`src/rtl/mem_ctrl_pkg.sv`:
```
// Shared types and byte-lane helpers for the byte-serial memory controller.
// Widths, FSM states and client tags live here so the top stays purely behavioural.
package mem_ctrl_pkg;

  localparam int RAM_W  = 8;
  localparam int WORD_W = 32;
  localparam int CNT_W  = 3;

  typedef enum logic [1:0] {
    MEM_BYTE = 2'b00,
    MEM_HALF = 2'b01,
    MEM_WORD = 2'b10
  } mem_width_e;

  typedef enum logic [1:0] {
    MEM_IDLE = 2'b00,
    MEM_XFER = 2'b01,
    MEM_DONE = 2'b10
  } mem_state_e;

  typedef enum logic {
    CLI_INST = 1'b0,
    CLI_DATA = 1'b1
  } mem_client_e;

  // Number of bytes moved for a data access; the unused code 3 behaves as a word.
  function automatic logic [CNT_W-1:0] byte_count(input logic [1:0] width);
    logic [CNT_W-1:0] n;
    case (width)
      MEM_BYTE: n = 3'd1;
      MEM_HALF: n = 3'd2;
      default:  n = 3'd4;
    endcase
    return n;
  endfunction

  function automatic logic [RAM_W-1:0] get_lane(input logic [WORD_W-1:0] w,
                                                input logic [1:0] k);
    logic [RAM_W-1:0] b;
    case (k)
      2'd0:    b = w[7:0];
      2'd1:    b = w[15:8];
      2'd2:    b = w[23:16];
      default: b = w[31:24];
    endcase
    return b;
  endfunction

  function automatic logic [WORD_W-1:0] put_lane(input logic [WORD_W-1:0] w,
                                                 input logic [1:0] k,
                                                 input logic [RAM_W-1:0] b);
    logic [WORD_W-1:0] r;
    r = w;
    case (k)
      2'd0:    r[7:0]   = b;
      2'd1:    r[15:8]  = b;
      2'd2:    r[23:16] = b;
      default: r[31:24] = b;
    endcase
    return r;
  endfunction

endpackage

```
`src/rtl/mem_ctrl.sv`:
```
// Serialises instruction fetches and data loads/stores onto a byte-wide RAM,
// little-endian, with data requests taking priority over fetches.
module mem_ctrl
  import mem_ctrl_pkg::*;
#(
  parameter int ADDR_WIDTH = 32
) (
  input  logic                  clk,
  input  logic                  rst,
  input  logic                  inst_needed,
  input  logic [ADDR_WIDTH-1:0] inst_addr_i,
  output logic                  inst_available_o,
  output logic [WORD_W-1:0]     inst_o,
  input  logic                  dm_req,
  input  logic                  dm_we,
  input  logic [ADDR_WIDTH-1:0] dm_addr,
  input  logic [1:0]            dm_width,
  input  logic [WORD_W-1:0]     dm_wdata,
  output logic                  dm_valid_o,
  output logic [WORD_W-1:0]     dm_rdata_o,
  input  logic [RAM_W-1:0]      mem_din,
  output logic [RAM_W-1:0]      mem_dout,
  output logic [ADDR_WIDTH-1:0] mem_a,
  output logic                  mem_wr
);

  mem_state_e              state_r;
  mem_client_e             client_r;
  logic                    we_r;
  logic [ADDR_WIDTH-1:0]   base_r;
  logic [CNT_W-1:0]        n_r;
  logic [CNT_W-1:0]        cnt_r;
  logic [WORD_W-1:0]       wdata_r;
  logic [WORD_W-1:0]       asm_r;

  logic [CNT_W-1:0]        cnt_next_s;
  logic [ADDR_WIDTH-1:0]   addr_next_s;
  logic [WORD_W-1:0]       asm_next_s;

  // Next byte offset/address and the assembly word including this cycle's RAM byte.
  always_comb begin
    cnt_next_s  = cnt_r + 3'd1;
    addr_next_s = base_r + {{(ADDR_WIDTH-CNT_W){1'b0}}, cnt_next_s};
    asm_next_s  = asm_r;
    if (cnt_r != 3'd0) begin
      // Read data lags its address by one cycle, so offset cnt-1 arrives now.
      asm_next_s = put_lane(asm_r, cnt_r[1:0] - 2'd1, mem_din);
    end else begin
      asm_next_s = asm_r;
    end
  end

  // Request arbitration, byte sequencing and all registered outputs.
  always_ff @(posedge clk) begin
    if (rst) begin
      state_r          <= MEM_IDLE;
      client_r         <= CLI_INST;
      we_r             <= 1'b0;
      base_r           <= {ADDR_WIDTH{1'b0}};
      n_r              <= 3'd0;
      cnt_r            <= 3'd0;
      wdata_r          <= 32'h0000_0000;
      asm_r            <= 32'h0000_0000;
      inst_available_o <= 1'b0;
      inst_o           <= 32'h0000_0000;
      dm_valid_o       <= 1'b0;
      dm_rdata_o       <= 32'h0000_0000;
      mem_dout         <= 8'h00;
      mem_a            <= {ADDR_WIDTH{1'b0}};
      mem_wr           <= 1'b0;
    end else begin
      inst_available_o <= 1'b0;
      dm_valid_o       <= 1'b0;
      case (state_r)
        MEM_IDLE: begin
          cnt_r <= 3'd0;
          asm_r <= 32'h0000_0000;
          if (dm_req) begin
            client_r <= CLI_DATA;
            we_r     <= dm_we;
            base_r   <= dm_addr;
            n_r      <= byte_count(dm_width);
            wdata_r  <= dm_wdata;
            mem_a    <= dm_addr;
            mem_wr   <= dm_we;
            mem_dout <= dm_we ? dm_wdata[7:0] : 8'h00;
            state_r  <= MEM_XFER;
          end else if (inst_needed) begin
            client_r <= CLI_INST;
            we_r     <= 1'b0;
            base_r   <= inst_addr_i;
            n_r      <= 3'd4;
            wdata_r  <= 32'h0000_0000;
            mem_a    <= inst_addr_i;
            mem_wr   <= 1'b0;
            mem_dout <= 8'h00;
            state_r  <= MEM_XFER;
          end else begin
            mem_a    <= {ADDR_WIDTH{1'b0}};
            mem_wr   <= 1'b0;
            mem_dout <= 8'h00;
            state_r  <= MEM_IDLE;
          end
        end

        MEM_XFER: begin
          cnt_r <= cnt_next_s;
          if (we_r) begin
            if (cnt_next_s == n_r) begin
              mem_a      <= {ADDR_WIDTH{1'b0}};
              mem_wr     <= 1'b0;
              mem_dout   <= 8'h00;
              dm_valid_o <= 1'b1;
              state_r    <= MEM_DONE;
            end else begin
              mem_a    <= addr_next_s;
              mem_wr   <= 1'b1;
              mem_dout <= get_lane(wdata_r, cnt_next_s[1:0]);
              state_r  <= MEM_XFER;
            end
          end else begin
            asm_r    <= asm_next_s;
            mem_wr   <= 1'b0;
            mem_dout <= 8'h00;
            // Reads need one extra capture-only cycle after the last address.
            if (cnt_r == n_r) begin
              mem_a   <= {ADDR_WIDTH{1'b0}};
              state_r <= MEM_DONE;
              if (client_r == CLI_DATA) begin
                dm_rdata_o <= asm_next_s;
                dm_valid_o <= 1'b1;
              end else begin
                inst_o           <= asm_next_s;
                inst_available_o <= 1'b1;
              end
            end else if (cnt_next_s < n_r) begin
              mem_a   <= addr_next_s;
              state_r <= MEM_XFER;
            end else begin
              mem_a   <= {ADDR_WIDTH{1'b0}};
              state_r <= MEM_XFER;
            end
          end
        end

        MEM_DONE: begin
          cnt_r    <= 3'd0;
          mem_a    <= {ADDR_WIDTH{1'b0}};
          mem_wr   <= 1'b0;
          mem_dout <= 8'h00;
          state_r  <= MEM_IDLE;
        end

        default: begin
          cnt_r    <= 3'd0;
          mem_a    <= {ADDR_WIDTH{1'b0}};
          mem_wr   <= 1'b0;
          mem_dout <= 8'h00;
          state_r  <= MEM_IDLE;
        end
      endcase
    end
  end

endmodule

```
`config.mk`:
```
export PLATFORM = sky130hd
export DESIGN_NAME = mem_ctrl
export DESIGN_NICKNAME = d
export VERILOG_FILES = /design/src/rtl/mem_ctrl_pkg.sv /design/src/rtl/mem_ctrl.sv
export SDC_FILE = /design/constraint.sdc
export NUM_CORES = 1
export LEC_CHECK = 0
export BUFFER_PORTS_ARGS = -buffer_cell sky130_fd_sc_hd__buf_2
export CORE_AREA = 4 4 139 141
export CTS_BUF_LIST = sky130_fd_sc_hd__clkbuf_4 sky130_fd_sc_hd__clkbuf_8
export CTS_CLUSTER_DIAMETER = 100
export DETAILED_ROUTE_END_ITERATION = 8
export DIE_AREA = 0 0 143 145
export GPL_TIMING_DRIVEN = 1
export PLACE_DENSITY = 0.78
export SETUP_SLACK_MARGIN = 0.3
export SLEW_MARGIN = 20
export SYNTH_ARGS = -nofsm -noshare
export SYNTH_HDL_FRONTEND = slang
export SYNTH_SLANG_ARGS = --single-unit
```
`constraint.sdc`:
```
create_clock -name clk -period 7.1 [get_ports clk]
set_input_delay 0.71 -clock clk [delete_from_list [all_inputs] [get_ports clk]]
set_output_delay 0.71 -clock clk [all_outputs]
set_load 0.01 [all_outputs]
```
# == Word level (Yosys, flattened, before mapping) ==
# Index checks and enable logic that the tools add are counted.
# totals
register_bits,213
wordCells,91
out_inout_bits,107
# op_classes
n_lt_le_gt_ge,1
add_sub_neg,3
eq_ne,9
reduce_logical,14
n_mux,45
n_bitwise,4
# ops
operator,count
2-to-1 mux 32 bit,12
one-hot mux 32 bit (2 select lines),2
2-to-1 mux 8 bit,8
adder 32 x 3 -> 32 bit,1
one-hot mux 8 bit (3 select lines),1
one-hot mux 8 bit (2 select lines),1
2-to-1 mux 1 bit,13
"equality test 2 x 1 -> 1 bit, second input constant",4
zero test 2 bit,4
AND reduction 4 bit,2
equality test 3 bit,2
2-to-1 mux 2 bit,3
2-to-1 mux 3 bit,2
one-hot mux 3 bit (2 select lines),1
"equality test 2 bit, second input constant",2
inverter 1 bit,4
one-hot mux 2 bit (2 select lines),1
AND reduction 2 bit,2
nonzero test 2 bit,2
OR reduction 4 bit,1
"adder 3 x 1 -> 3 bit, second input constant",1
less-than comparator 3 bit,1
nonzero test 3 bit,1
OR reduction 3 bit,1
other kinds (4),4

# == Depth between registers and ports, before layout ==
# Gate-level depths: netlist of run 1.
# logic_depth
depth_word,7
depth_mapped,9
ltp_nobuf,8

# == Worst setup path after synthesis of run 1 ==
# Ideal clock, no wire load.
# synth_timing
kind,reg2reg
from,reg cnt_r[0]
to,reg mem_a[26]
path_stages_with_launch,9
path_slack_ns,4.616
n_path_buf,0
required_time_ns,6.985
arrival_ns,2.370
cell_sequence,dfxtp_1 -> ha_1 -> xor2_1 -> ha_1 -> a21oi_4 -> or4_1 -> o31a_1 -> o21a_1 -> o21a_1
# synth_between
elab_chain_cells,6
# synth_rtl
element,line_no,rtl
"start, declared",mem_ctrl.sv:32,logic [CNT_W-1:0] cnt_r;
"start signal, assigned",mem_ctrl.sv:107,cnt_r <= cnt_next_s;
adder 3 x 1 -> 3 bit (*),mem_ctrl.sv:42,cnt_next_s = cnt_r + 3'd1;
named net cnt_next_s[2],mem_ctrl.sv:36,logic [CNT_W-1:0] cnt_next_s;
adder 32 x 3 -> 32 bit or less-than comparator 3 bit (tied branches),"mem_ctrl.sv:43, mem_ctrl.sv:136",
2-to-1 mux 32 bit,mem_ctrl.sv:136,end else if (cnt_next_s < n_r) begin
2-to-1 mux 32 bit,mem_ctrl.sv:126,if (cnt_r == n_r) begin
2-to-1 mux 32 bit (*),mem_ctrl.sv:108,if (we_r) begin
one-hot mux 32 bit (2 select lines) (*),mem_ctrl.sv:74,case (state_r)
"end signal, assigned",mem_ctrl.sv:110,mem_a <= {ADDR_WIDTH{1'b0}};
"end signal, assigned",mem_ctrl.sv:127,mem_a <= {ADDR_WIDTH{1'b0}};
"end signal, assigned",mem_ctrl.sv:137,mem_a <= addr_next_s;
"end, declared",mem_ctrl.sv:23,"output logic [ADDR_WIDTH-1:0] mem_a,"
# The timed path passes the listed nets; every way through them passes the cells marked *.
# A chain may end at the register's enable or synchronous reset.

# == Worst setup path after layout of run 1 ==
# layout_timing
from,reg cnt_r[0]
to,reg mem_a[31]
# The elaborated chain is that of the path after synthesis.

==> results of run 1 <==
-- worst max path at each step --
stage,cells after the start,endpoint,from,slack (ps)
final,8,mem_a[31],cnt_r[0],4170
after global placement,8,mem_a[20],cnt_r[0],3770
after CTS,8,mem_a[18],cnt_r[0],3590
after floorplan,8,mem_a[26],cnt_r[0],4620
after global routing,8,mem_a[31],cnt_r[0],3930
after detailed placement,8,mem_a[18],cnt_r[0],3630
-- sequential cells by signal (all words and copies together), names as in the netlist --
name / cells
cnt_r: 3
base_r: 32
mem_a: 32
wdata_r: 32
inst_o: 32
asm_r: 32
dm_valid_o: 1
inst_available_o: 1
client_r: 1
state_r: 2
we_r: 1
dm_rdata_o: 32
mem_wr: 1
mem_dout: 8
n_r: 3
-- power by group --
part | leakage, uW | switching [uW] | internal (uW)
Sequential | 0.00174 | 75.8 | 1300
Combinational | 0.00257 | 316 | 198
Clock | 0.000410 | 486 | 676
Total | 0.00471 | 878 | 2170
-- through the flow --
stage	setup slack, ps	cells	utilization (%)	power [uW]
floorplan	4620	989	-	1730
global placement	3770	1360	55.9	1900
detailed placement	3630	1360	55.9	1910
CTS	3590	1424	60.2	3080
global route	3930	1425	60.3	3200
finish	4170	1425	60.3	3050
-- placed cells by master, fill, tap and decap left out, types with 4 or more instances in the layout --
cell        n
a222oi_1    8
ha_1       13
buf_2     216
nand4_1     9
mux2_2     14
xor2_1     15
dfxtp_1   213
mux2i_1    47
a22oi_1    75
a21o_1      5
nor2b_1     4
buf_4       5
xnor2_1    10
o22ai_1    12
inv_1      12
o21ai_0    10
clkbuf_8   45
o21ai_1     8
nand3_1     8
a41oi_1     5
a211oi_1   75
nor3_1      6
nor4_1      4
nor2_1    189
nand2_1    62
and3_1     10
nand3b_1    4
clkbuf_4   13
a21oi_1    48
-- worst max-delay path, stage by stage, from the launching register on --
cell and delay (ps):
dfxtp_1 440, ha_1 260, xor2_1 260, ha_1 340
o211ai_1 190, nor2_1 600, nand3_1 150, or3_1 340
a311oi_1 260
-- layout make-up --
type | count | share of cell area (%)
timing repair buffer | 222 | 10.4
sequential | 213 | 39.4
multi-input combinational | 685 | 40.0
clock inverter | 6 | 0.554
tap | 229 | 2.64
inverter | 12 | 0.416
clock buffer | 58 | 6.62
-- layer usage --
layer  GRT usage, %  share of wire (%)  vias up
met1           29.9                 43     3685
met2           36.1                 47      293
li1               -                  -     3924
met5              0                  0        -
met3           4.01                7.0       64
met4           8.03                3.0        0
-- logic make-up after synthesis --
kind of cell               count (synthesis)  share of synthesized area, %
AOI/OAI and AO/OA                        258                          20.1
xor gates and xnor gates                  25                          2.45
adders and majority gates                 14                          2.04
buffers and inverters                     91                          4.28
DFF                                      213                          47.7
muxes                                     61                          7.03
and+or+nand+nor                          327                          16.4
==> results.yml, run 1 <==
outcome:
  status: "completed"
clock_tree:
  cts_made_buffers: 36
  cts_resized: 0
  cts_htree_levels: 2
  postCtsSetupRepairBufs: 0
  cts_sinks: 213
  cts_root_buffer: "clkbuf_8"
  worstSkewPairLatency_ps: 530
  clk_transition_reported_paths_ps: 60
  cts_tree: "yes"
  ctsHoldBuffers: 0
  cts.path.max_buffers: 3
timing:
  slew_headroom_pct: 34.9
  finClkSkew_ps: 14.2
  timing.hold.ws_ps: 429
  tns_ps: 0
  hold_viol: 0
  fin_crit_sh_pct: 41.3
  rsz0062_at_grt: "no"
  fin_crit_ps: 2930
  slew_violations: 0
  setup_viol: 0
  worstMarginPinSlew_ps: 977
  max_freq_mhz: 341
worst_setup_path:
  required_ps: 7530
  rrSetupSlack_ps: 4170
  crit_path_max_fanout: 12
  critPathArrivalTime_ps: 3360
  start_kind: "register"
  reg2reg_depth: 8
  reg2reg_from: "cnt_r[0]"
  crit_path_end_kind: "register"
  critPathKind: "register to register"
  r2r-end: "mem_a[31]"
grt:
  antenna_found_initial: 0
  grt_pass1_wl_mm: 38.4
  grt_pass1_vias: 7519
  overflow: 0
  grt_start_max_net_pins: 98
  track_usage_pct: 22.3
final_layout:
  multi_input_area_mm2: 0.00433
  nNetsFinal: 1295
  fill_cells: 1625
  final_area_mm2: 0.0108
  antennaDiodeCount: 0
  seq_area_mm2: 0.00426
  drive_gt1_share_pct: 26.5
  syn_to_final_growth_pct: 21.2
logic_synthesis:
  synth-seq-area-share_pct: 47.7
  synthArstFlopShare_pct: 0
  synth_warnings: 0
  netlist.area_leader.share_pct: 47.7
  synth-edff-count: 0
  yosys_register_bits: 213
  syn_area_per_cell_um2: 9.04
  netlist_area_mm2: 0.00894
  yosysMostFrequentCell: "dfxtp_1"
  synth_area_leaders: "dfxtp_1 (48%), nor2_1 (8.0%), a211oi_1 (6.3%)"
  synthesis.instances: 989
  yosysUniqueCellTypes: 57
  synth_commonest_cells: "dfxtp_1 (213), nor2_1 (190), a211oi_1 (75), a22oi_1 (75), nand2_1 (62)"
  yosysTopAreaCell: "dfxtp_1"
  synth_ff_type: "dfxtp_1"
  postSynthNetCount: 1114
placement:
  routabilityCongestion: 0.884
  io_buffer_count: 217
  dp_hpwl_mm: 16.7
  place_area_mm2: 0.0100
worst_hold_path:
  hold_class: "input port to register"
  holdPathEnd: "wdata_r[14]"
  min_path_cells: 3
  worstHoldStart: "dm_wdata[14]"
drt:
  ant_nets: 0
  num_vias: 7966
  viasPerCell: 5.59
  drtIter0Drc: 570
  drc: 0
  firstDrtPassIters: 6
  drt_wl_total_mm: 24.2
  wl_per_cell_um: 17.0
pwr:
  leakage_uw: 0.00471
  vdd_drop_max_mv: 0.162
  power.density_mw_per_mm2: 282
floorplan:
  dieWidth_um: 143
  die_h_um: 145
  die_area_mm2: 0.0207
  fp.coreArea_mm2: 0.0180
  io_pins: 218
  start_util_pct: 49.8
  num_rows: 49
run:
  cap_violations: 0
No activity file was read; power rests on OpenSTA's default activity.
==> run 2, diff against run 1 <==
clock period = 2.7 ns   (was 7.1 ns; I/O delays follow)
==> results.yml, run 2 (same netlist as run 1, synthesis figures left out) <==
clock_tree:
  cts_sinks: 213
  cts_htree_levels: 2
  cts_root_buffer: "clkbuf_8"
  cts_tree: "yes"
  cts.path.max_buffers: 3
  clk_transition_reported_paths_ps: 60
  worstSkewPairLatency_ps: 540
  cts_made_buffers: 35
worst_setup_path:
  reg2reg_depth: 8
  critPathArrivalTime_ps: 2770
  reg2reg_from: "cnt_r[1]"
  required_ps: 3120
  critPathKind: "register to register"
  crit_path_max_fanout: 6
  r2r-end: "mem_a[26]"
  rrSetupSlack_ps: 350
  start_kind: "register"
  crit_path_end_kind: "register"
  startpoint: "cnt_r[1]"
drt:
  ant_nets: 0
  firstDrtPassIters: 7
  met3_length_mm: 2.10
  drt_wl_total_mm: 25.7
  drtIter0Drc: 611
  routed-wl-met2_mm: 12.1
  num_vias: 8291
  wl_met1_mm: 10.8
  viasPerCell: 5.64
  highest_layer: "met4"
  wl_per_cell_um: 17.5
  drc: 0
floorplan:
  die_h_um: 145
  start_util_pct: 49.8
  io_pins: 218
  die_area_mm2: 0.0207
  dieWidth_um: 143
  num_rows: 49
  fp.coreArea_mm2: 0.0180
worst_hold_path:
  holdPathEnd: "wdata_r[0]"
  worstHoldStart: "dm_wdata[0]"
  min_path_cells: 3
  hold_class: "input port to register"
pwr:
  p_seq_share_pct: 45.8
  p_comb_share_pct: 18.5
  swShare_pct: 29.5
  leakage_uw: 0.00492
  total_power_uw: 7910
  power.clock.fraction_pct: 35.7
  p_int_uw: 5580
  p_switching_uw: 2330
  vdd_drop_max_mv: 0.401
  power.density_mw_per_mm2: 698
timing:
  hold_viol: 0
  setup_viol: 0
  slew_headroom_pct: 44.1
  rsz0062_at_grt: "yes"
  worstMarginPinSlew_ps: 835
  fin_crit_sh_pct: 87.0
  fin_crit_ps: 2350
  max_freq_mhz: 426
  slew_violations: 0
  tns_ps: 0
  finClkSkew_ps: 26.2
final_layout:
  final_common_cell: "buf_2"
  layout_common_cells: "buf_2 (216), dfxtp_1 (211), nor2_1 (189), a211oi_1 (75), a22oi_1 (75)"
  drive_gt1_share_pct: 27.5
  nNetsFinal: 1344
  syn_to_final_growth_pct: 26.7
  stdcell_count: 1470
run:
  cap_violations: 0
placement:
  io_buffer_count: 217
  dp_cells: 1374
  dp_hpwl_mm: 17.0
  routabilityCongestion: 0.881
grt:
  grt_pass1_wl_mm: 40.2
  grt_start_max_net_pins: 102
  track_usage_pct: 23.5
  antenna_found_initial: 0
  grt_pass1_vias: 8018
  overflow: 0
outcome:
  status: "completed"
run 2: cell count changes in the layout (fill, tap and decap cells not counted), moves of 2 or more:
| cell | before | now |
|---|---|---|
| buf_4 | 5 | 21 |
| dlygate4sd3_1 | 0 | 31 |
| ha_4 | 0 | 4 |
| ha_1 | 13 | 9 |
| buf_12 | 0 | 3 |
| clkbuf_8 | 45 | 41 |
| inv_1 | 12 | 10 |
| dfxtp_4 | 0 | 2 |
| clkinv_2 | 3 | 1 |
| dfxtp_1 | 213 | 211 |
run 2: layer usage:
layer / up-vias / GRT usage (%)
met5: - / 0
met4: 0 / 8.27
met3: 50 / 5.07
met2: 347 / 38.7
met1: 3878 / 30.4
li1: 4016 / -
run 2: timing repair:
item                                   CTS  global route
setup endpoints to repair               48            34
pin swaps                                2             3
gates cloned                             1             0
resized for setup                        9            10
hold buffers                            31             0
buffers inserted                         3             2
endpoints found under the hold margin   32             0
run 2: power groups by stage:
stage	combinational [uW]	clock (uW)	sequential, uW
finish	1470	2820	3620
global route	1610	3010	3640
CTS	1450	2880	3610
detailed placement	1380	0	3680
global placement	1360	0	3670
floorplan	850	0	3700
run 2: critical path, stage by stage (launching register included):
cell     delay, ps
dfxtp_4        370
ha_4           180
xor2_4         160
ha_4           300
a21oi_4         80
or4_4          560
o31a_1         250
o21a_1         180
o21a_1         160
run 2: final cells by class:
type | instances | area (um2)
repair buffers | 272 | 1620
clock buffers | 55 | 669
well taps | 229 | 287
flip-flops and latches | 213 | 4270
clock inverters | 3 | 21.3
fillers | 1521 | 6640
multi-input cells | 685 | 4410
diodes | 1 | 2.50
inverters | 12 | 47.5
run 2: stage by stage:
| step | instance area, um2 | hold WS [ps] | worst slack [ps] | util [%] |
|---|---|---|---|---|
| 6_report | 11300 | 27.1 | 350 | 63.0 |
| 5_1_grt | 11300 | 25.4 | 275 | 63.0 |
| 4_1_cts | 11300 | 2.86 | 303 | 62.6 |
| 3_5_place_dp | 10200 | 466 | 109 | 56.7 |
| 3_3_place_gp | 10200 | 456 | 213 | 56.7 |
| 2_1_floorplan | 8950 | 418 | 281 | - |
run 2: worst max path at each step:
stage | end | slack [ps] | cells past startpoint
after floorplan | mem_a[26] | 280 | 8
final | mem_a[26] | 350 | 8
after CTS | mem_a[31] | 300 | 10
after global placement | mem_a[31] | 210 | 9
after global routing | mem_a[26] | 270 | 8
after detailed placement | mem_a[11] | 110 | 8
==> run 3, diff against run 2 <==
RECOVER_POWER = 50   (was unset)
==> results.yml, run 3 (same netlist as run 1, synthesis figures left out) <==
clock_tree:
  cts.path.max_buffers: 3
  clk_transition_reported_paths_ps: 60
  cts_tree: "yes"
  worstSkewPairLatency_ps: 540
  cts_htree_levels: 2
  cts_root_buffer: "clkbuf_8"
  cts_made_buffers: 35
  cts_sinks: 213
timing:
  fin_crit_sh_pct: 89.8
  slew_headroom_pct: 13.9
  setup_viol: 0
  fin_ws_ps: 277
  fin_crit_ps: 2420
  tns_ps: 0
  timing.hold.ws_ps: 19.0
  worstMarginPinSlew_ps: 1290
  slew_violations: 0
  hold_viol: 0
  rsz0062_at_grt: "yes"
  finClkSkew_ps: 27.4
  max_freq_mhz: 413
grt:
  grt_pass1_wl_mm: 40.2
  grt_start_max_net_pins: 102
  track_usage_pct: 23.5
  grt_pass1_vias: 8018
  antenna_found_initial: 0
  overflow: 0
drt:
  viasPerCell: 5.67
  ant_nets: 0
  firstDrtPassIters: 7
  num_vias: 8334
  drc: 0
  wl_per_cell_um: 17.5
  drt_wl_total_mm: 25.7
  drtIter0Drc: 607
floorplan:
  die_area_mm2: 0.0207
  num_rows: 49
  die_h_um: 145
  io_pins: 218
  start_util_pct: 49.8
  dieWidth_um: 143
  fp.coreArea_mm2: 0.0180
placement:
  place_ws_ps: 109
  io_buffer_count: 217
  routabilityCongestion: 0.881
  dp_hpwl_mm: 17.0
final_layout:
  nNetsFinal: 1344
  layout_common_cells: "dfxtp_1 (211), nor2_1 (190), clkbuf_1 (110), buf_2 (109)"
  syn_to_final_growth_pct: 24.7
  final_core_utilization_pct: 62.0
  drive_gt1_share_pct: 18.5
  final_common_cell: "dfxtp_1"
worst_setup_path:
  reg2reg_from: "cnt_r[1]"
  reg2reg_depth: 9
  critPathKind: "register to register"
  critPathArrivalTime_ps: 2850
  crit_path_end_kind: "register"
  r2r-end: "mem_a[31]"
  critPathSlowestCell: "dfxtp_4"
  crit_path_max_fanout: 7
  cp-endpoint: "mem_a[31]"
  max_stage_delay_ps: 390
  required_ps: 3130
  start_kind: "register"
  cp_cell_sequence: "ha_4 -> xor2_1 -> ha_1 -> o21a_1 -> o41ai_4 -> buf_4 -> buf_6 -> a21oi_1 -> a311oi_1"
  rrSetupSlack_ps: 280
  startpoint: "cnt_r[1]"
pwr:
  vdd_drop_max_mv: 0.396
  power.density_mw_per_mm2: 705
  leakage_uw: 0.00445
outcome:
  status: "completed"
run:
  cap_violations: 0
worst_hold_path:
  hold_class: "input port to register"
-- run 3: critical path, delay by kind of cell, from the launching register on --
family,cells,cell delay (ps)
xor gates and xnor gates,1,320
adders and majority gates,2,500
DFF,1,390
AOI/OAI and AO/OA,4,770
buffers and inverters,2,330
-- run 3: worst min-delay path by stage --
| stage | start | to | slack (ps) | cells past startpoint |
|---|---|---|---|---|
| floorplan | dm_width[0] | n_r[1] | 420 | 2 |
| global placement | base_r[31] | base_r[31] | 460 | 2 |
| detailed placement | base_r[31] | base_r[31] | 470 | 2 |
| CTS | dm_wdata[0] | wdata_r[0] | 3 | 3 |
| global route | dm_wdata[17] | wdata_r[17] | 30 | 3 |
| finish | dm_wdata[17] | wdata_r[17] | 20 | 3 |
-- run 3: report_power, final --
| part | switching (uW) | total (uW) | internal, uW |
|---|---|---|---|
| logic | 868 | 1410 | 543 |
| clock network | 1250 | 2820 | 1570 |
| registers | 209 | 3620 | 3410 |
| total | 2330 | 7850 | 5520 |
-- run 3: through the flow --
stage               cell area, um2  std cells  total power, uW
CTS                          11300       1467             7940
global placement             10200       1374             5030
floorplan                     8950        989             4550
detailed placement           10200       1374             5060
global route                 11100       1469             8220
finish                       11100       1470             7850
-- run 3: area by class of cell --
| cell class | instances | area [um2] |
|---|---|---|
| Sequential cell | 213 | 4270 |
| Antenna cell | 1 | 2.50 |
| Tap cell | 229 | 287 |
| Clock buffer | 55 | 669 |
| Inverter | 12 | 47.5 |
| Clock inverter | 3 | 21.3 |
| Timing Repair Buffer | 272 | 1470 |
| Fill cell | 1594 | 6820 |
| Multi-Input combinational cell | 685 | 4380 |
-- run 3: per-layer routing --
metal / routed length [um] / track usage [%] / share of wire [%] / vias up
met5: 0 / 0 / 0 / -
met4: 554 / 8.27 / 2.2 / 0
met3: 2190 / 5.07 / 8.5 / 43
met2: 12200 / 38.7 / 47 / 366
met1: 10800 / 30.4 / 42 / 3909
li1: - / - / - / 4016
-- run 3: timing repair --
item / CTS / global route
gates resized for setup: 9 / 10
setup buffers: 3 / 2
pin swaps: 2 / 3
hold buffers: 31 / 0
endpoints found under the hold margin: 32 / 0
gates cloned: 1 / 0
endpoints found under the setup margin: 48 / 34
